## src/rtl/bird_pkg.sv

```systemverilog
// Shared definitions for the bird game: control state encodings, screen and
// bird geometry, and datapath widths. Imported by the control FSM, the
// datapath and the draw logic.
package bird_pkg;

  typedef enum logic [2:0] {
    B_READY   = 3'b000,
    B_START   = 3'b010,
    B_RAISING = 3'b110,
    B_FALLING = 3'b011,
    B_STOP    = 3'b001
  } bird_state_e;

  localparam int unsigned SCREEN_W = 160;
  localparam int unsigned SCREEN_H = 120;

  localparam int unsigned Y_W     = 7;
  localparam int unsigned X_W     = 8;
  localparam int unsigned VEL_W   = 4;
  localparam int unsigned SCORE_W = 8;
  // Wide enough that pipe_x + PIPE_W and bird_y + vel never wrap
  localparam int unsigned ARITH_W = 9;

  localparam int unsigned BIRD_X  = 20;
  localparam int unsigned BIRD_W  = 4;
  localparam int unsigned BIRD_H  = 4;
  localparam int unsigned Y_START = 56;
  localparam int unsigned Y_MAX   = SCREEN_H - BIRD_H;
  localparam int unsigned PIPE_W  = 8;
  localparam int unsigned GAP_H   = 32;

  localparam logic signed [VEL_W-1:0] FLAP_VEL = -4'sd3;
  localparam logic signed [VEL_W-1:0] GRAVITY  = 4'sd1;
  localparam logic signed [VEL_W-1:0] VMAX     = 4'sd4;

endpackage

```

## src/rtl/bird_collide.sv

```systemverilog
// Combinational collision detect for the bird against ceiling, floor and the
// current pipe.
//   bird_y     : registered bird top row
//   pipe_x     : left column of the current pipe
//   pipe_gap_y : top row of the pipe gap
//   hit        : any collision this cycle
module bird_collide
  import bird_pkg::*;
(
  input  logic [Y_W-1:0] bird_y,
  input  logic [X_W-1:0] pipe_x,
  input  logic [Y_W-1:0] pipe_gap_y,
  output logic           hit
);

  logic [ARITH_W-1:0] px;
  logic [ARITH_W-1:0] by;
  logic [ARITH_W-1:0] gy;
  logic               ceil_hit;
  logic               floor_hit;
  logic               h_overlap;
  logic               v_miss;

  assign px = ARITH_W'(pipe_x);
  assign by = ARITH_W'(bird_y);
  assign gy = ARITH_W'(pipe_gap_y);

  assign ceil_hit  = (bird_y == '0);
  assign floor_hit = (bird_y == Y_W'(Y_MAX));

  // Pipe columns [px, px+PIPE_W-1] intersect bird columns [BIRD_X, BIRD_X+BIRD_W-1]
  assign h_overlap = (px <= ARITH_W'(BIRD_X + BIRD_W - 1)) &&
                     ((px + ARITH_W'(PIPE_W - 1)) >= ARITH_W'(BIRD_X));

  // Bird rows not fully inside the gap rows
  assign v_miss = (by < gy) ||
                  ((by + ARITH_W'(BIRD_H - 1)) > (gy + ARITH_W'(GAP_H - 1)));

  assign hit = ceil_hit || floor_hit || (h_overlap && v_miss);

endmodule

```

## src/rtl/bird_datapath.sv

```systemverilog
// Bird datapath: tracks vertical position, velocity and score per frame tick,
// and flags collisions for the control FSM.
//   clk, resetn : clock, async active-low reset
//   state       : control FSM state (bird_state_e encoding)
//   frame_tick  : one-clk pulse per frame, motion advances only here
//   pipe_x      : left column of the current pipe
//   pipe_gap_y  : top row of the current pipe gap
//   bird_y      : bird top row (registered)
//   touched     : sticky collision flag (registered)
//   score       : pipes passed, saturating (registered)
module bird_datapath
  import bird_pkg::*;
(
  input  logic               clk,
  input  logic               resetn,
  input  logic [2:0]         state,
  input  logic               frame_tick,
  input  logic [X_W-1:0]     pipe_x,
  input  logic [Y_W-1:0]     pipe_gap_y,
  output logic [Y_W-1:0]     bird_y,
  output logic               touched,
  output logic [SCORE_W-1:0] score
);

  bird_state_e               st;
  logic signed [VEL_W-1:0]   vel;
  logic                      passed;

  logic [Y_W-1:0]            y_d;
  logic signed [VEL_W-1:0]   vel_d;
  logic                      touched_d;
  logic [SCORE_W-1:0]        score_d;
  logic                      passed_d;

  logic signed [VEL_W:0]     vel_inc;
  logic signed [VEL_W-1:0]   vel_n;
  logic signed [ARITH_W-1:0] y_sum;
  logic [Y_W-1:0]            y_n;
  logic [ARITH_W-1:0]        px;
  logic                      pipe_passed;
  logic                      pipe_new;
  logic                      hit;

  assign st = bird_state_e'(state);

  bird_collide u_collide (
    .bird_y     (bird_y),
    .pipe_x     (pipe_x),
    .pipe_gap_y (pipe_gap_y),
    .hit        (hit)
  );

  // Next velocity: flap, or gravity capped at VMAX (5-bit to see the overshoot)
  always_comb begin
    vel_inc = $signed({vel[VEL_W-1], vel}) + $signed({GRAVITY[VEL_W-1], GRAVITY});
    vel_n   = vel;
    if (st == B_RAISING) begin
      vel_n = FLAP_VEL;
    end else if (vel_inc > $signed({VMAX[VEL_W-1], VMAX})) begin
      vel_n = VMAX;
    end else begin
      vel_n = vel_inc[VEL_W-1:0];
    end
  end

  // Next position clamped to the playfield
  always_comb begin
    y_sum = $signed({2'b00, bird_y}) + $signed({{(ARITH_W-VEL_W){vel_n[VEL_W-1]}}, vel_n});
    y_n   = y_sum[Y_W-1:0];
    if (y_sum < $signed(ARITH_W'(0))) begin
      y_n = '0;
    end else if (y_sum > $signed(ARITH_W'(Y_MAX))) begin
      y_n = Y_W'(Y_MAX);
    end
  end

  // Pipe position relative to the bird column
  assign px          = ARITH_W'(pipe_x);
  assign pipe_passed = (px + ARITH_W'(PIPE_W - 1)) < ARITH_W'(BIRD_X);
  assign pipe_new    = px > ARITH_W'(BIRD_X + BIRD_W - 1);

  // Per-state next values for all datapath registers
  always_comb begin
    y_d       = bird_y;
    vel_d     = vel;
    touched_d = touched;
    score_d   = score;
    passed_d  = passed;
    case (st)
      B_START: begin
        y_d       = Y_W'(Y_START);
        vel_d     = '0;
        touched_d = 1'b0;
        score_d   = '0;
        passed_d  = 1'b0;
      end
      B_RAISING, B_FALLING: begin
        touched_d = touched | hit;
        // A collision freezes motion and scoring until READY/START
        if (frame_tick && !touched) begin
          y_d   = y_n;
          vel_d = vel_n;
          if (pipe_passed && !passed) begin
            score_d  = (score == '1) ? score : score + SCORE_W'(1);
            passed_d = 1'b1;
          end
          if (pipe_new) begin
            passed_d = 1'b0;
          end
        end
      end
      B_STOP: begin
      end
      default: begin
        y_d       = Y_W'(Y_START);
        vel_d     = '0;
        touched_d = 1'b0;
      end
    endcase
  end

  // Datapath registers
  always_ff @(posedge clk or negedge resetn) begin
    if (!resetn) begin
      bird_y  <= Y_W'(Y_START);
      vel     <= '0;
      touched <= 1'b0;
      score   <= '0;
      passed  <= 1'b0;
    end else begin
      bird_y  <= y_d;
      vel     <= vel_d;
      touched <= touched_d;
      score   <= score_d;
      passed  <= passed_d;
    end
  end

endmodule

```

## config.mk

```make
export PLATFORM = sky130hd
export DESIGN_NAME = bird_datapath
export DESIGN_NICKNAME = d
export VERILOG_FILES = /design/src/rtl/bird_pkg.sv /design/src/rtl/bird_collide.sv /design/src/rtl/bird_datapath.sv
export SDC_FILE = /design/constraint.sdc
export NUM_CORES = 1
export LEC_CHECK = 0
export BUFFER_PORTS_ARGS = -buffer_cell sky130_fd_sc_hd__buf_2
export CORE_ASPECT_RATIO = 1.25
export CORE_UTILIZATION = 55
export DETAILED_ROUTE_END_ITERATION = 8
export HOLD_SLACK_MARGIN = 0.12
export MAX_ROUTING_LAYER = met4
export PLACE_DENSITY_LB_ADDON = 0.2
export SYNTH_ARGS = -nofsm -noshare
export SYNTH_HDL_FRONTEND = slang
export SYNTH_SLANG_ARGS = --single-unit
```

## constraint.sdc

```tcl
create_clock -name clk -period 3.7 [get_ports clk]
set_input_delay 0.74 -clock clk [delete_from_list [all_inputs] [get_ports clk]]
set_output_delay 0.74 -clock clk [all_outputs]
set_load 0.03 [all_outputs]
```

==> out/summary.txt <==
Die X: 58.6 µm
post-CTS sizing: 0
first-pass GRT wire length: 8290 µm
routed wire length: 4790 µm
Clock transition at path regs: 80 ps
top post-synthesis cells by area: dfrtp_1, ha_1, xnor2_1, o21ai_0, inv_1
synthesized flop and latch total: 21
DR DRC count: 0
via count: 1985
reg2reg setup slack: 760 ps
Syn Inst Count: 252
slowest stage cell on the critical path: mux2i_1
fin crit share: 85.2%
DP Wirelength: 3820 µm
final core utilization: 65.4%
critical path fanouts, max: 7
Max VDD drop: 234 µV
crit-path cells: buf_2, nand3b_2, o21a_1, inv_1, buf_4, ha_1, a21o_1, a21oi_1, and2_1, mux2i_1, nor4_2, a22o_1
share of the synthesized area in the top cell type: 20.5%
register area: 529 µm²
commonest non-fill, non-tap cell in the layout: buf_2
critical path's largest stage delay: 340 ps
drt pass-1 iters: 4
setup bufs post-CTS: 0
TritonCTS clock tree: yes
Final Hold Viols: 0
Placer Congestion: 0.805
CP arrival: 3300 ps
Worst-Skew Late Latency: 260 ps
critical setup path kind: primary input to flop
antenna-violating nets left: 0
status: complete, no violations
worst path bufs/invs: 3
syn_nets: 303
CORE AREA: 3820 µm²
fin area: 2490 µm²
synthesized area: 2200 µm²
skew final: 3.75 ps
Hold WC Path Type: primary input to async pin
CTS max path bufs: 2
Worst Max-Slew Pin Slew: 723 ps
type of origin of the critical path: primary input
ys async rst share: 100%
initial antenna violation count: 0
Worst Path Required: 3850 ps
H-tree depth: 1
Nets: 342
I/O Buffers: 36
Ports: 37
syn avg cell area: 8.74 µm²
post-DR vias/cell: 5.77
pin count of the biggest net entering global routing: 22
share of cells above drive strength 1: 19.3%
total gr overflow: 0
Filler cells: 337
Area after DPL: 2450 µm²
Max Cap Violations: 0
ys flop type: dfrtp_1
Setup TNS Final: 0 ps
Die Span Y: 72.7 µm
Slew HR: 51.7%
vias in the first global route: 1933
number of diodes: 0
Die Area: 4260 µm²
leak pwr: 1.18 nW
# hold bufs at CTS: 0
crit path capture type: flop
area taken by multi-input logic gates: 1560 µm²
Final setup viols: 0
clk sinks: 21
wire per inst: 13.9 µm
number of synthesized flops with an enable pin: 0
sequential share of the synthesized area: 24.0%
gr usage total: 25.5%
initial DRC count: 108
Min Hold Slack: 426 ps
FP Rows: 25
leading area contributor after synthesis: dfrtp_1
fin crit period: 3150 ps
RSZ-0062 raised after global routing: false
CTS Root Cell: clkbuf_8
Ys Warns: 0
total CTS buffers: 3
largest delay contributor family on the critical path: compound AO/OA/AOI/OAI gates
Layout area overhead: 13.3%
Initial Util: 57.7%
Pins Over Slew Limit: 0
achievable frequency: 317 MHz
commonest cells after routing, fill and taps aside: buf_2, ha_1, inv_1, nand2_1
post-synthesis cell type count: 62
P per Cell Area: 344 nW/µm²
-- kinds of logic after synthesis --
family / Yosys count / synth area share, %
muxes: 5 / 2.33
xor gates and xnor gates: 20 / 7.95
buffers and inverters: 28 / 4.94
adders and majority gates: 30 / 17.4
DFF: 21 / 24.0
and+or+nand+nor: 80 / 20.1
AOI/OAI and AO/OA: 68 / 23.2
-- state kept, by name, summed over array words and instances, names as in the netlist --
register and count:
bird_y 7, passed 1, score 8, touched 1
vel 4
-- power by group --
part	internal, mW	total [mW]	switching (mW)
Combinational	0.171	0.409	0.238
Sequential	0.254	0.297	0.0431
Clock	0.0767	0.152	0.0749
-- synthesized netlist by cell type, types with 3 or more instances --
master,number
a21oi_1,11
a22o_1,4
dfrtp_1,18
dfstp_2,3
ha_1,29
inv_1,23
mux2i_1,4
nand2_1,19
nand3_1,10
nand3b_1,3
nand4_1,6
nor2_1,10
nor2b_1,5
nor3_1,6
o2111ai_1,3
o21ai_0,18
xnor2_1,12
xor2_1,8
-- worst register-to-register path: stages (launching register included) --
cell and delay, ps:
dfrtp_1 400, and3_1 200, o21a_1 270, inv_1 120, buf_4 180, ha_1 320, a21o_1 200, a21oi_1 250
and2_1 270, mux2i_1 340, nor4_2 100, a22o_1 180
-- final cells by class --
| type | instances | area share [%] |
|---|---|---|
| timing repair buffer | 39 | 8.12 |
| multi-input combinational | 203 | 62.7 |
| sequential | 21 | 21.2 |
| clock buffer | 4 | 1.81 |
| tap | 54 | 2.71 |
| inverter | 23 | 3.46 |
-- path summary, 6_finish.rpt --
kind,start,endpoint,depth (start not counted)
max in group asynchronous,resetn,bird_y[4]$_DFFE_PN1P_,1
min in group clk,vel[1]$_DFFE_PN0P_,vel[1]$_DFFE_PN0P_,2
hold reg to reg,vel[1]$_DFFE_PN0P_,vel[1]$_DFFE_PN0P_,2
setup reg to reg,vel[2]$_DFFE_PN0P_,bird_y[0]$_DFFE_PN0P_,11
hold / removal,resetn,passed$_DFFE_PN0P_,1
setup / recovery,state[0],bird_y[0]$_DFFE_PN0P_,12
-- layer usage --
layer,share of wire [%],global-route usage (%),wire (µm)
met5,0,-,0
met4,0.50,3.44,24
met3,3.0,3.90,145
met2,51,46.0,2460
met1,45,30.4,2160
-- per-stage QoR --
| stage | setup WS, ps | power, mW | std cells |
|---|---|---|---|
| 3_5_place_dp | 297 | 0.711 | 340 |
| 5_1_grt | 390 | 0.924 | 344 |
| 4_1_cts | 565 | 0.863 | 344 |
| 3_3_place_gp | 364 | 0.703 | 340 |
| 6_report | 549 | 0.857 | 344 |
| 2_1_floorplan | 479 | 0.603 | 252 |
Power figures use the tool's default switching activity.
